--- src/rtl/pll_sup_pkg.sv ---
// Shared types and reset constants for the PLL supervisor.
package pll_sup_pkg;

  typedef enum logic [2:0] {
    RST_PLL,
    WAIT_LOCK,
    STABLE,
    RUN,
    APPLY,
    FAULT
  } state_t;

  localparam logic [3:0] PSDA_INIT = 4'b0000;
  localparam logic [3:0] DUTY_INIT = 4'b1000;

  function automatic int max_of(input int a, input int b);
    return (a > b) ? a : b;
  endfunction

endpackage

--- src/rtl/sync_2ff.sv ---
// Two-flop synchroniser for asynchronous status inputs.
module sync_2ff #(
  parameter int DATA_W = 1
) (
  input  logic              clk,
  input  logic              rst,
  input  logic [DATA_W-1:0] d,
  output logic [DATA_W-1:0] q
);

  logic [DATA_W-1:0] sync_p0;
  logic [DATA_W-1:0] sync_p1;

  always_ff @(posedge clk or posedge rst) begin
    if (rst) begin
      sync_p0 <= '0;
      sync_p1 <= '0;
    end else begin
      sync_p0 <= d;
      sync_p1 <= sync_p0;
    end
  end

  assign q = sync_p1;

endmodule

--- src/rtl/pll_supervisor.sv ---
// Sequences rPLL reset and lock qualification, gates the system reset, and
// applies runtime phase/duty updates with optional relock.
module pll_supervisor
  import pll_sup_pkg::*;
#(
  parameter int LOCK_STABLE_CYCLES  = 1024,
  parameter int LOCK_TIMEOUT_CYCLES = 65535,
  parameter int RESET_PULSE_CYCLES  = 16,
  parameter int SETTLE_CYCLES       = 64,
  parameter int MAX_RETRIES         = 3
) (
  input  logic       clk,
  input  logic       rst,
  input  logic       cfg_valid,
  output logic       cfg_ready,
  input  logic [3:0] cfg_psda,
  input  logic [3:0] cfg_dutyda,
  input  logic       cfg_relock,
  input  logic       pll_lock,
  output logic       pll_reset,
  output logic [3:0] pll_psda,
  output logic [3:0] pll_dutyda,
  output logic       sys_rst,
  output logic       locked,
  output logic       fault
);

  localparam int MAX_P = max_of(max_of(LOCK_STABLE_CYCLES, LOCK_TIMEOUT_CYCLES),
                                max_of(RESET_PULSE_CYCLES, SETTLE_CYCLES));
  localparam int CNT_W = $clog2(MAX_P) + 1;
  localparam int RTY_W = $clog2(MAX_RETRIES + 1);

  localparam logic [CNT_W-1:0] LOAD_RST = CNT_W'(RESET_PULSE_CYCLES - 1);
  localparam logic [CNT_W-1:0] LOAD_TMO = CNT_W'(LOCK_TIMEOUT_CYCLES - 1);
  localparam logic [CNT_W-1:0] LOAD_STB = CNT_W'(LOCK_STABLE_CYCLES - 1);
  localparam logic [CNT_W-1:0] LOAD_SET = CNT_W'(SETTLE_CYCLES - 1);
  localparam logic [RTY_W-1:0] RTY_MAX  = RTY_W'(MAX_RETRIES);

  state_t             state, state_d;
  logic [CNT_W-1:0]   cnt;
  logic [RTY_W-1:0]   retries, retries_d;
  logic               lock_s;
  logic               accept;
  logic               pll_reset_d, sys_rst_d, locked_d, fault_d;

  // Counter is loaded with N-1 so a state lasts exactly N cycles.
  function automatic logic [CNT_W-1:0] load_for(input state_t s);
    case (s)
      RST_PLL:   return LOAD_RST;
      WAIT_LOCK: return LOAD_TMO;
      STABLE:    return LOAD_STB;
      APPLY:     return LOAD_SET;
      default:   return '0;
    endcase
  endfunction

  sync_2ff #(.DATA_W(1)) u_lock_sync (
    .clk (clk),
    .rst (rst),
    .d   (pll_lock),
    .q   (lock_s)
  );

  assign cfg_ready = (state == RUN && lock_s) || (state == FAULT);
  assign accept    = cfg_valid && cfg_ready;

  always_comb begin
    state_d   = state;
    retries_d = retries;
    case (state)
      RST_PLL: begin
        if (cnt == '0) state_d = WAIT_LOCK;
      end
      WAIT_LOCK: begin
        if (lock_s) begin
          state_d = STABLE;
        end else if (cnt == '0) begin
          retries_d = retries + RTY_W'(1);
          state_d   = (retries_d == RTY_MAX) ? FAULT : RST_PLL;
        end
      end
      STABLE: begin
        if (!lock_s) begin
          state_d = WAIT_LOCK;
        end else if (cnt == '0) begin
          state_d   = RUN;
          retries_d = '0;
        end
      end
      RUN: begin
        if (!lock_s) state_d = RST_PLL;
        else if (cfg_valid) state_d = cfg_relock ? RST_PLL : APPLY;
      end
      APPLY: begin
        if (!lock_s) state_d = RST_PLL;
        else if (cnt == '0) state_d = RUN;
      end
      FAULT: begin
        if (cfg_valid) begin
          state_d   = RST_PLL;
          retries_d = '0;
        end
      end
      default: state_d = RST_PLL;
    endcase
  end

  // Outputs decode the next state so they switch on the same edge as the state.
  always_comb begin
    pll_reset_d = (state_d == RST_PLL) || (state_d == FAULT);
    locked_d    = (state_d == RUN) || (state_d == APPLY);
    sys_rst_d   = !locked_d;
    fault_d     = (state_d == FAULT);
  end

  always_ff @(posedge clk or posedge rst) begin
    if (rst) begin
      state      <= RST_PLL;
      cnt        <= LOAD_RST;
      retries    <= '0;
      pll_reset  <= 1'b1;
      sys_rst    <= 1'b1;
      locked     <= 1'b0;
      fault      <= 1'b0;
      pll_psda   <= PSDA_INIT;
      pll_dutyda <= DUTY_INIT;
    end else begin
      state     <= state_d;
      retries   <= retries_d;
      pll_reset <= pll_reset_d;
      sys_rst   <= sys_rst_d;
      locked    <= locked_d;
      fault     <= fault_d;
      if (state_d != state) cnt <= load_for(state_d);
      else if (cnt != '0)   cnt <= cnt - CNT_W'(1);
      if (accept) begin
        pll_psda   <= cfg_psda;
        pll_dutyda <= cfg_dutyda;
      end
    end
  end

endmodule

--- config.mk ---
export PLATFORM = sky130hd
export DESIGN_NAME = pll_supervisor
export DESIGN_NICKNAME = d
export VERILOG_FILES = /design/src/rtl/pll_sup_pkg.sv /design/src/rtl/sync_2ff.sv /design/src/rtl/pll_supervisor.sv
export SDC_FILE = /design/constraint.sdc
export NUM_CORES = 1
export LEC_CHECK = 0
export ABC_AREA = 1
export BUFFER_PORTS_ARGS = -buffer_cell sky130_fd_sc_hd__buf_2
export CORE_MARGIN = 3
export CORE_UTILIZATION = 55
export DETAILED_ROUTE_END_ITERATION = 12
export PLACE_DENSITY = 0.74
export SETUP_SLACK_MARGIN = 0.02
export SLEW_MARGIN = 20
export SYNTH_ARGS = -nofsm -noshare
export SYNTH_HDL_FRONTEND = slang
export SYNTH_SLANG_ARGS = --single-unit
export TNS_END_PERCENT = 50
--- constraint.sdc ---
create_clock -name clk -period 2.9 [get_ports clk]
set_input_delay 0.435 -clock clk [delete_from_list [all_inputs] [get_ports clk]]
set_output_delay 0.435 -clock clk [all_outputs]
set_load 0.1 [all_outputs]
==> reports/metrics.yaml <==
detail-route-antenna-nets: 0
detail_route.first_pass.iterations: 4
setup.worst_path.end_class: "flip-flop"
skew_ns: 0.00419
synth_compound_area_share_pct: 9.85
hpwlAfterDp_mm: 2.84
fin_cells: 321
clockRootBuffer: "clkbuf_8"
antennaDiodeCount: 0
post-route-period-util_pct: 80.0
cts_tree: "built"
setup_ws_ns: 0.581
start_util_pct: 59.3
routabilityCongestion: 0.825
antenna_found_initial: 0
drt_drc_violations_left: 0
cts_buffer_depth: 2
leakagePower_nw: 1.22
layout_commonest_cell: "nand2_1"
netlist.area_leader.share_pct: 35.3
critPathLaunch: "cnt[0]"
area_growth_pct: 13.4
place_ws_ns: 0.577
yosysWarnings: 0
hold_ws_ns: 0.241
vias_per_cell: 5.04
post_cts_buffers: 0
status: "finished clean"
wl_per_cell_um: 12.0
synth_area_mm2: 0.00206
final_hold_viol_count: 0
multi_input_area_mm2: 0.00102
r2r_start: "cnt[0]"
timing.slew.headroom_pct: 66.9
start_kind: "flip-flop"
netlist_top_cells_area: "dfrtp_1 (35%), nand2_1 (11%), dfstp_2 (8.9%)"
cap_viol_max_count: 0
drive_above_1_share_pct: 27.3
vias: 1618
synth_simple_gate_area_share_pct: 28.3
core_area_mm2: 0.00347
h-tree-depth: 2
grtUsageTotal_pct: 20.0
layout_common_cells: "nand2_1 (59), dfrtp_1 (29), buf_2 (25), nor2_1 (21), inv_1 (21)"
design.die.area_mm2: 0.00451
cp.required_ns: 3.06
postCtsHoldBufs: 0
gr-total-overflow: 0
register_area_um2: 910
worstMarginPinSlew_ns: 0.500
ys_seq_elements: 36
fp.dieH_um: 67.2
power.density_mw_per_mm2: 1210
hp-class: "in -> async"
fillCellCount: 320
synth_edf_count: 0
post_dp_cell_area_mm2: 0.00222
slew_viol_final: 0
cts.sinks: 36
fin_crit_ns: 2.32
ys_seq_area_share_pct: 44.2
ctsResizeCount: 0
die_w_um: 67.2
rsz0062_at_grt: "no"
synthAdderAreaFrac_pct: 1.82
synth_top_family_by_area: "simple AND/OR/NAND/NOR gates"
placed_cells: 313
synth_cell_types: 33
setup_viol: 0
worstPathMaxFanout: 7
syn_inst: 243
io_buffer_count: 25
syn_nets: 259
p_total_mw: 2.81
fin_area_mm2: 0.00233
clk_pin_slew_ns: 0.07
cp.arrival_ns: 2.47
num_io_pins: 26
peakVddDrop_mv: 0.915
synth_area_leader_cell: "dfrtp_1"
synth_xor_area_share_pct: 5.11
crit_type: "reg -> reg"
grt_max_degree: 37
tns_ns: 0
drt_wl_total_mm: 3.85
synth_area_per_cell_um2: 8.47
fmax_mhz: 431
drt_iter0_drc: 81
core.rowCount: 21
ys.flop_type: "dfrtp_1"
nets: 290
grt_pass1_wl_mm: 6.84
clk_latency_ns: 0.29
synth_async_sr_flop_share_pct: 100
fin_util_pct: 67.3
grt_pass1_vias: 1538
synth.area.mux_share_pct: 4.38
numCtsBuffers: 5
==> final timing paths <==
path | slack (ns) | end | depth (start not counted)
worst min register to register | 0.36 | u_lock_sync.q | 0
worst min-delay path | 0.24 | pll_dutyda[0] | 3
worst max-delay path | 0.58 | cnt[13] | 14
min in group clk | 0.25 | u_lock_sync.sync_p0 | 1
max in group asynchronous | 2.32 | pll_reset | 3
worst max register to register | 0.58 | cnt[13] | 14
==> cell usage after synthesis, types with 3 or more instances <==
library cell,number
xor2_1,9
mux2_2,8
nor3_1,3
dfrtp_1,29
nor2_1,21
nand2_1,59
dfstp_2,7
nand2_2,6
ha_1,3
nor2_2,3
xnor2_1,3
a21oi_1,18
inv_2,6
nor4_1,3
inv_1,21
nor2_4,3
o21ai_0,11
nand3_1,11
==> area by class of cell <==
| class | count | share of cell area (%) |
|---|---|---|
| clock buffer | 5 | 2.95 |
| clock inverter | 3 | 1.82 |
| inverter | 28 | 4.50 |
| multi-input combinational | 177 | 43.6 |
| sequential | 36 | 39.0 |
| tap | 46 | 2.47 |
| timing repair buffer | 26 | 5.68 |
==> state kept, by name (all words and copies together) (netlist names) <==
name and cells:
pll_psda 4, u_lock_sync.sync_p0 1, fault 1, u_lock_sync.q 1, state 3, retries 2
pll_reset 1, cnt 17, locked 1, pll_dutyda 4, sys_rst 1
==> power breakdown <==
group          switching (mW)  total, mW  internal, mW
combinational            1.12       1.53         0.411
clock                   0.183      0.437         0.254
sequential              0.126      0.844         0.718
total                    1.43       2.81          1.38
==> cells by family (layout without fill, tap and decap cells) <==
| family | Yosys count | after routing |
|---|---|---|
| adders and majority gates | 3 | 3 |
| DFF | 36 | 36 |
| and+or+nand+nor | 118 | 118 |
| AOI/OAI and AO/OA | 36 | 36 |
| buffers and inverters | 30 | 62 |
| muxes | 8 | 8 |
| xor gates and xnor gates | 12 | 12 |
==> worst max-delay path, stage by stage, from the launching register on <==
cell,delay (ns)
dfstp_2,0.55
inv_1,0.08
ha_1,0.20
inv_1,0.07
nor2_1,0.04
nand2_1,0.10
nor2_4,0.05
nand2_4,0.11
nand2_1,0.07
nand3_2,0.09
nand2_4,0.08
nand2_2,0.08
nand3_4,0.11
o21bai_1,0.41
a21oi_1,0.14
==> metal layers <==
layer  part of all wire [%]  up-vias  routed length [µm]  GRT usage [%]
li1                       -      844                   -              -
met1                     48      735                1840           26.8
met2                     46       35                1760           30.7
met3                    5.6        4                 216           5.99
met4                   0.91        0                  35           7.09
met5                      0        -                   0              0
No activity file was read; power rests on OpenSTA's default activity.
